### src/rtl/cpu_types_pkg.sv
// cpu_types_pkg: shared CPU types, hazard FSM states and the load-use hazard equation
package cpu_types_pkg;

    typedef logic [4:0] regbits_t;

    typedef enum logic [1:0] {
        RUN,
        MEM_WAIT,
        HALTED
    } state_t;

    // A load in EX whose destination feeds an ID source must be separated by a bubble;
    // register 0 never carries a real dependency.
    function automatic logic load_use_hazard(
        input logic     mem_to_reg,
        input regbits_t wsel,
        input regbits_t rs,
        input regbits_t rt,
        input logic     uses_rt
    );
        return mem_to_reg && (wsel != '0) && ((wsel == rs) || (uses_rt && (wsel == rt)));
    endfunction

endpackage

### src/rtl/pipeline_hazard_ctrl_sat_counter.sv
// sat_counter: up-counter with synchronous clear that holds at its maximum value
module sat_counter #(
    parameter int W = 16
) (
    input  logic         clk,
    input  logic         clr,
    input  logic         inc,
    output logic [W-1:0] cnt
);

    logic [W-1:0] cnt_q;
    logic [W-1:0] cnt_d;

    // Clear dominates; increments stop once all ones is reached
    always_comb begin
        cnt_d = clr ? '0 : (inc && (cnt_q != '1)) ? cnt_q + 1'b1 : cnt_q;
    end

    // Counter register
    always_ff @(posedge clk) begin
        cnt_q <= cnt_d;
    end

    assign cnt = cnt_q;

endmodule

### src/rtl/pipeline_hazard_ctrl.sv
// pipeline_hazard_ctrl: stall/flush sequencer for the 5-stage pipeline with halt tracking and statistics
module pipeline_hazard_ctrl
    import cpu_types_pkg::*;
#(
    parameter int CNT_W = 16
) (
    input  logic             CLK,
    input  logic             nRST,
    input  logic             ihit,
    input  logic             dhit,
    input  logic             dmem_req_MEM,
    input  logic             redirect_MEM,
    input  logic             memtoReg_EX,
    input  logic [4:0]       wsel_EX,
    input  logic [4:0]       rs_ID,
    input  logic [4:0]       rt_ID,
    input  logic             uses_rt_ID,
    input  logic             halt_WB,
    output logic             pc_en,
    output logic             ifid_en,
    output logic             ifid_flush,
    output logic             idex_en,
    output logic             idex_flush,
    output logic             exmem_en,
    output logic             exmem_flush,
    output logic             memwb_en,
    output logic             memwb_flush,
    output logic             halted,
    output logic [CNT_W-1:0] stall_cnt,
    output logic [CNT_W-1:0] flush_cnt
);

    state_t state_q;
    state_t state_d;
    logic   frozen;
    logic   mem_wait;
    logic   load_use;
    logic   stall_inc;
    logic   flush_inc;

    assign frozen   = (state_q == HALTED) || halt_WB;
    assign mem_wait = dmem_req_MEM && !dhit;
    assign load_use = load_use_hazard(memtoReg_EX, wsel_EX, rs_ID, rt_ID, uses_rt_ID);

    // First matching hazard decides every register control; the FSM only tracks wait/halt
    always_comb begin
        pc_en       = 1'b1;
        ifid_en     = 1'b1;
        ifid_flush  = 1'b0;
        idex_en     = 1'b1;
        idex_flush  = 1'b0;
        exmem_en    = 1'b1;
        exmem_flush = 1'b0;
        memwb_en    = 1'b1;
        memwb_flush = 1'b0;
        flush_inc   = 1'b0;
        state_d     = state_q;
        if (!nRST) begin
            pc_en       = 1'b0;
            ifid_en     = 1'b0;
            ifid_flush  = 1'b1;
            idex_en     = 1'b0;
            idex_flush  = 1'b1;
            exmem_en    = 1'b0;
            exmem_flush = 1'b1;
            memwb_en    = 1'b0;
            memwb_flush = 1'b1;
        end else if (frozen) begin
            pc_en    = 1'b0;
            ifid_en  = 1'b0;
            idex_en  = 1'b0;
            exmem_en = 1'b0;
            memwb_en = 1'b0;
        end else if (mem_wait) begin
            pc_en       = 1'b0;
            ifid_en     = 1'b0;
            idex_en     = 1'b0;
            exmem_en    = 1'b0;
            memwb_flush = 1'b1;
        end else if (redirect_MEM) begin
            ifid_flush  = 1'b1;
            idex_flush  = 1'b1;
            exmem_flush = 1'b1;
            flush_inc   = 1'b1;
        end else if (load_use) begin
            pc_en      = 1'b0;
            ifid_en    = 1'b0;
            idex_flush = 1'b1;
        end else if (!ihit) begin
            pc_en      = 1'b0;
            ifid_flush = 1'b1;
        end
        if (frozen) begin
            state_d = HALTED;
        end else if (mem_wait) begin
            state_d = MEM_WAIT;
        end else if ((state_q == MEM_WAIT) && dhit) begin
            state_d = RUN;
        end
    end

    // FSM state register; only reset leaves HALTED
    always_ff @(posedge CLK) begin
        if (!nRST) begin
            state_q <= RUN;
        end else begin
            state_q <= state_d;
        end
    end

    assign halted    = (state_q == HALTED);
    assign stall_inc = nRST && !pc_en && (state_q != HALTED) && !halt_WB;

    sat_counter #(.W(CNT_W)) u_stall_cnt (
        .clk (CLK),
        .clr (!nRST),
        .inc (stall_inc),
        .cnt (stall_cnt)
    );

    sat_counter #(.W(CNT_W)) u_flush_cnt (
        .clk (CLK),
        .clr (!nRST),
        .inc (flush_inc),
        .cnt (flush_cnt)
    );

endmodule

### config.mk
export PLATFORM = sky130hd
export DESIGN_NAME = pipeline_hazard_ctrl
export DESIGN_NICKNAME = d
export VERILOG_FILES = /design/src/rtl/cpu_types_pkg.sv /design/src/rtl/pipeline_hazard_ctrl_sat_counter.sv /design/src/rtl/pipeline_hazard_ctrl.sv
export SDC_FILE = /design/constraint.sdc
export NUM_CORES = 1
export LEC_CHECK = 0
export CORE_ASPECT_RATIO = 0.9
export CORE_MARGIN = 2
export CORE_UTILIZATION = 25
export CTS_CLUSTER_DIAMETER = 100
export CTS_CLUSTER_SIZE = 25
export DETAILED_ROUTE_END_ITERATION = 7
export MAX_ROUTING_LAYER = met4
export PLACE_DENSITY = 0.59
export SETUP_SLACK_MARGIN = 0.4
export SLEW_MARGIN = 10
export SYNTH_ARGS = -nofsm -noshare
export SYNTH_HDL_FRONTEND = slang
export SYNTH_SLANG_ARGS = --single-unit
export TNS_END_PERCENT = 1
### constraint.sdc
create_clock -name CLK -period 3.5 [get_ports CLK]
set_input_delay 0.7 -clock CLK [delete_from_list [all_inputs] [get_ports CLK]]
set_output_delay 0.7 -clock CLK [all_outputs]
set_load 0.03 [all_outputs]
After elaboration in Yosys (flattened, before gate mapping)
Cells that the tools add are included.
{ "word_totals": {"out_inout_bits": 42, "ff_bits": 34, "input_bits": 24, "word_cells": 71} }
{ "op_classes": {"n_addsub": 2, "n_eq_ne": 7, "reduce_logical": 19, "bitwise": 1, "muxes": 38} }
{ "op_table": {"columns": ["op", "count"], "rows": [
  ["$mux W1", 35],
  ["$add A16 B1 Y16 const B", 2],
  ["$ne A16 B16 Y1 const B", 2],
  ["$eq A5 B5 Y1", 2],
  ["$logic_and A1 B1 Y1", 10],
  ["$mux W2", 3],
  ["$reduce_bool A5 Y1", 1],
  ["$logic_not A1 Y1", 3],
  ["$reduce_bool A3 Y1", 1],
  ["$eq A2 B1 Y1 const B", 1],
  ["$eq A2 B2 Y1 const B", 1],
  ["$logic_or A1 B1 Y1", 2],
  ["$ne A2 B2 Y1 const B", 1],
  ["$reduce_bool A2 Y1", 1],
  ["$reduce_or A2 Y1", 1],
  ["$not A1 Y1", 1]
]} }

Logic depth before layout (Yosys ltp)
{ "depth": {"ltp_word": 14, "depth_mapped": 9, "depth_no_buf": 7} }

Hierarchy
From an unflattened synthesis, not the netlist that was laid out.
{ "unflattened": {"cells_unflattened": 251, "hier_area_um2": 2062.0} }
{ "by_module_without_submodules": {"columns": ["module", "area_per_inst_um2", "cells_per_inst", "instances", "seq_area_each_um2"], "rows": [
  ["sat_counter", 848.3, 99, 2, 320.3],
  ["pipeline_hazard_ctrl", 365.4, 53, 1, 40.0]
]} }

Worst setup path before layout
No wires, ideal clock.
{ "synth_timing": {"path_type": "input-to-output", "from": "in wsel_EX[1]", "to": "out ifid_flush", "slack_ps": 396, "n_path_buf": 0, "required_time_ps": 2800, "arrival_ps": 2404, "stages": 5, "path_cell_list": "or4_1 o21ai_1 or2_2 inv_1 o31ai_1"} }
{ "synth_via": {"elab_chain_len": 9, "word_cells_on_any_way": 12, "cone_classes": "eq/ne: 2; mux: 5; reduce/logical: 5"} }
{ "synth_lines": {"columns": ["element", "line", "source"], "rows": [
  ["start, declared", "pipeline_hazard_ctrl.sv:14", "input logic [4:0] wsel_EX,"],
  ["$eq A5 B5 Y1", "cpu_types_pkg.sv:21", "return mem_to_reg && (wsel != '0) && ((wsel == rs) || (uses_rt && (wsel == rt)));"],
  ["$logic_and A1 B1 Y1", "cpu_types_pkg.sv:21", null],
  ["$logic_or A1 B1 Y1", "cpu_types_pkg.sv:21", null],
  ["$logic_and A1 B1 Y1 (*)", "cpu_types_pkg.sv:21", null],
  ["$mux W1 (*)", "pipeline_hazard_ctrl.sv:85", "end else if (load_use) begin"],
  ["$mux W1 (*)", "pipeline_hazard_ctrl.sv:80", "end else if (redirect_MEM) begin"],
  ["$mux W1 (*)", "pipeline_hazard_ctrl.sv:74", "end else if (mem_wait) begin"],
  ["$mux W1 (*)", "pipeline_hazard_ctrl.sv:68", "end else if (frozen) begin"],
  ["$mux W1 (*)", "pipeline_hazard_ctrl.sv:58", "if (!nRST) begin"],
  ["end, declared", "pipeline_hazard_ctrl.sv:21", "output logic ifid_flush,"]
]} }
Every way passes the cells marked *; elsewhere a longest branch is shown, timed or not.

Worst setup path after layout
{ "layout_timing": {"from": "in wsel_EX[0]", "to": "out pc_en"} }
{ "layout_via": {"elab_chain_len": 9, "word_cells_on_any_way": 12, "cone_classes": "eq/ne: 2; mux: 5; reduce/logical: 5"} }
{ "layout_lines": {"columns": ["element", "line", "source"], "rows": [
  ["$eq A5 B5 Y1", "cpu_types_pkg.sv:21", null],
  ["$logic_and A1 B1 Y1", "cpu_types_pkg.sv:21", null],
  ["$logic_or A1 B1 Y1", "cpu_types_pkg.sv:21", null],
  ["$logic_and A1 B1 Y1 (*)", "cpu_types_pkg.sv:21", null],
  ["$mux W1 (*)", "pipeline_hazard_ctrl.sv:85", null],
  ["$mux W1 (*)", "pipeline_hazard_ctrl.sv:80", null],
  ["$mux W1 (*)", "pipeline_hazard_ctrl.sv:74", null],
  ["$mux W1 (*)", "pipeline_hazard_ctrl.sv:68", null],
  ["$mux W1 (*)", "pipeline_hazard_ctrl.sv:58", null],
  ["end, declared", "pipeline_hazard_ctrl.sv:19", "output logic pc_en,"]
]} }
Marked as above.

==> run_results.csv <==
group,metric,value,unit
synth,avgSynthCellArea,8.15,sq um
floorplanning,die_area,8350,sq um
sta,setup_viol,0,
synth,synth_ff_type,"dfxtp_1",
sta,max_slew_margin,19.2,%
sta,rsz0062_at_grt,"true",
global_route,overflow,0,
clock_tree,cts_tree,"built",
routing,wl_per_cell,13.2,um
hold_path,min_path_cells,2,
synth,synthArstFlopShare,0,%
global_route,grt_pass1_wl,8820,um
clock_tree,htree_levels,2,
clock_tree,clockBufferDepth,2,
global_route,grt_pass1_vias,1865,
synth,synth_top_area_share,35.7,%
final_layout,nets,328,
synth,synth_xor_area_share,9.18,%
synth,syn_nets,260,
setup_path,start_kind,"input pin",
outcome,outcome,"completed",
sta,finalHoldViolations,0,
hold_path,min_path_type,"flop to flop",
setup_path,endpoint_kind,"output port",
final_layout,drive_gt1_share,10.6,%
run,drv_cap,0,
placed_design,dp_hpwl,3820,um
placed_design,place.gp.congestion,0.778,
sta,slew_violations,0,
clock_tree,clkLatencyLatePin,0.29,ns
synth,synth_area_leaders,"dfxtp_1, o31ai_1, a21oi_1",
synth,synth_seq_cells,34,
sta,final.period_utilization,87.9,%
synth,muxShareOfSynthArea,2.10,%
sta,tightestPinTransition,1.19,ns
synth,synth_top_area_cell,"dfxtp_1",
floorplanning,core_area,7470,sq um
final_layout,diodes,0,
floorplanning,die_h,86.9,um
setup_path,crit_arrival,2.37,ns
routing,wirelength,5260,um
sta,fin_ws,0.425,ns
setup_path,reg2reg_depth,6,
placed_design,portBuffers,65,
synth,synth_top_family_by_area,"simple AND/OR/NAND/NOR gates",
final_layout,final_area,2810,sq um
setup_path,worstSetupPathType,"input pin to output port",
final_layout,syn_to_final_growth,47.0,%
placed_design,dpl_cell_area,2650,sq um
synth,yosysUniqueCellTypes,42,
synth,ys_warn_count,0,
sta,skew,0.00396,ns
sta,fin_crit,3.07,ns
floorplanning,die_w,96.1,um
clock_tree,cts_buffers,5,
power_and_ir_drop,cellLeakagePower,0.974,nW
routing,postRouteAntennaNets,0,
sta,tns,0,ns
clock_tree,clock_sinks,34,
clock_tree,clkSlewWorstSetupHoldPaths,0.07,ns
floorplanning,num_rows,30,
routing,viasPerCell,4.94,
power_and_ir_drop,peakVddDrop,0.112,mV
floorplanning,start_util,25.5,%
setup_path,startpoint,"wsel_EX[0]",
synth,synth-edff-count,0,
clock_tree,root_buffer,"clkbuf_8",
synth,synth.yosys.seq_area_share,35.7,%
setup_path,cp.required,2.80,ns
synth,synth_compound_area_share,17.0,%
synth,synth.most_common_cell,"dfxtp_1",
power_and_ir_drop,p_per_area,306,nW/um^2
sta,fmax,325,MHz
routing,drt-pass1-iter-count,4,
synth,synthAdderAreaFrac,1.31,%
routing,drt_iter0_markers,66,
placed_design,pre_cts_slack,0.202,ns
synth,synth_cells,234,
hold_path,worstHoldStart,"state_q[0]",
floorplanning,io_pins,66,
synth,synth_area,1910,sq um
routing,vias,1972,
global_route,grt_max_degree,29,
global_route,grt_usage,13.7,%
setup_path,r2r_start,"u_flush_cnt.cnt[7]",
synth,synth_simple_gate_area_share,29.4,%
setup_path,crit_fanout,4,
synth,synth_commonest_cells,"dfxtp_1, nor2_1, a21oi_1",
global_route,antenna_found_initial,0,
routing,remaining_drc_errors,0,
==> layout make-up <==
type,count,area (sq um)
Fill cell,784,4660
Multi-Input combinational cell,177,1160
Timing Repair Buffer,72,688
Sequential cell,34,681
Tap cell,96,120
Clock buffer,8,110
Inverter,12,45.0
==> critical path, stage by stage <==
cell	delay [ns]
clkdlybuf4s50_1	0.49
xor2_1	0.19
nor3_1	0.22
a32oi_2	0.09
or2_4	0.30
a21oi_2	0.15
nor3_2	0.07
buf_4	0.17
==> sequential cells by signal, summed over array words and instances, names as in the netlist <==
name / count
u_stall_cnt.cnt: 16
u_flush_cnt.cnt: 16
state_q: 2
==> cells in the final DEF (no fill, tap or decap), types with 5 or more instances in the layout <==
cell type        Yosys  final
clkdlybuf4s50_1      0     51
dfxtp_1             34     34
nor2_1              19     19
a21oi_1             18     17
nand3_1             14     14
buf_4                1     14
o31ai_1             13     12
inv_1               11     11
xnor2_1             10     10
or4_1               10     10
xor2_1              10      9
nor3_1               9      8
o21ai_0              8      8
nand2_1              8      8
clkbuf_8             0      8
nand4_1              7      7
and3_1               7      7
or3_1                5      5
==> final timing paths <==
| check | end | slack (ns) |
|---|---|---|
| min | state_q[0] | 0.48 |
| max reg2reg | u_flush_cnt.cnt[3] | 1.02 |
| max | pc_en | 0.43 |
| min reg2reg | state_q[0] | 0.48 |
==> layer usage <==
layer  track usage (%)  up-vias  share of wire [%]
li1                  -      999                  -
met1              18.1      931                 48
met2              21.3       39                 47
met3              2.94        3                3.9
met4              3.12        0               0.49
met5                 -        -                  0
==> report_power, final <==
| part | switching, W | internal [W] |
|---|---|---|
| logic | 0.0000683 | 0.0000551 |
| clock network | 0.000144 | 0.000199 |
| registers | 0.00000278 | 0.000390 |
==> kinds of logic after synthesis <==
group	after synthesis
simple gates	99
xor+xnor	20
mux	4
flops	34
buf+inv	23
fa+ha+maj	2
compound gates	52
==> repair_timing <==
action | in CTS | in global routing
resized for setup | 9 | 4
pin swaps | 5 | 4
hold endpoints to repair | 0 | 0
setup endpoints to repair | 4 | 8
hold buffers | 0 | 0
buffers inserted | 1 | 1
==> metrics by stage <==
stage | instances | power (W) | util [%] | hold WS (ns)
5_1_grt | 399 | 0.000896 | 37.6 | 0.516
3_5_place_dp | 389 | 0.000522 | 35.4 | 0.463
4_1_cts | 398 | 0.000869 | 37.3 | 0.475
3_3_place_gp | 389 | 0.000522 | 35.4 | 0.460
6_report | 399 | 0.000859 | 37.6 | 0.476
2_1_floorplan | 234 | 0.000464 | - | 0.449
Note: power is estimated with default switching activity, not from simulation.
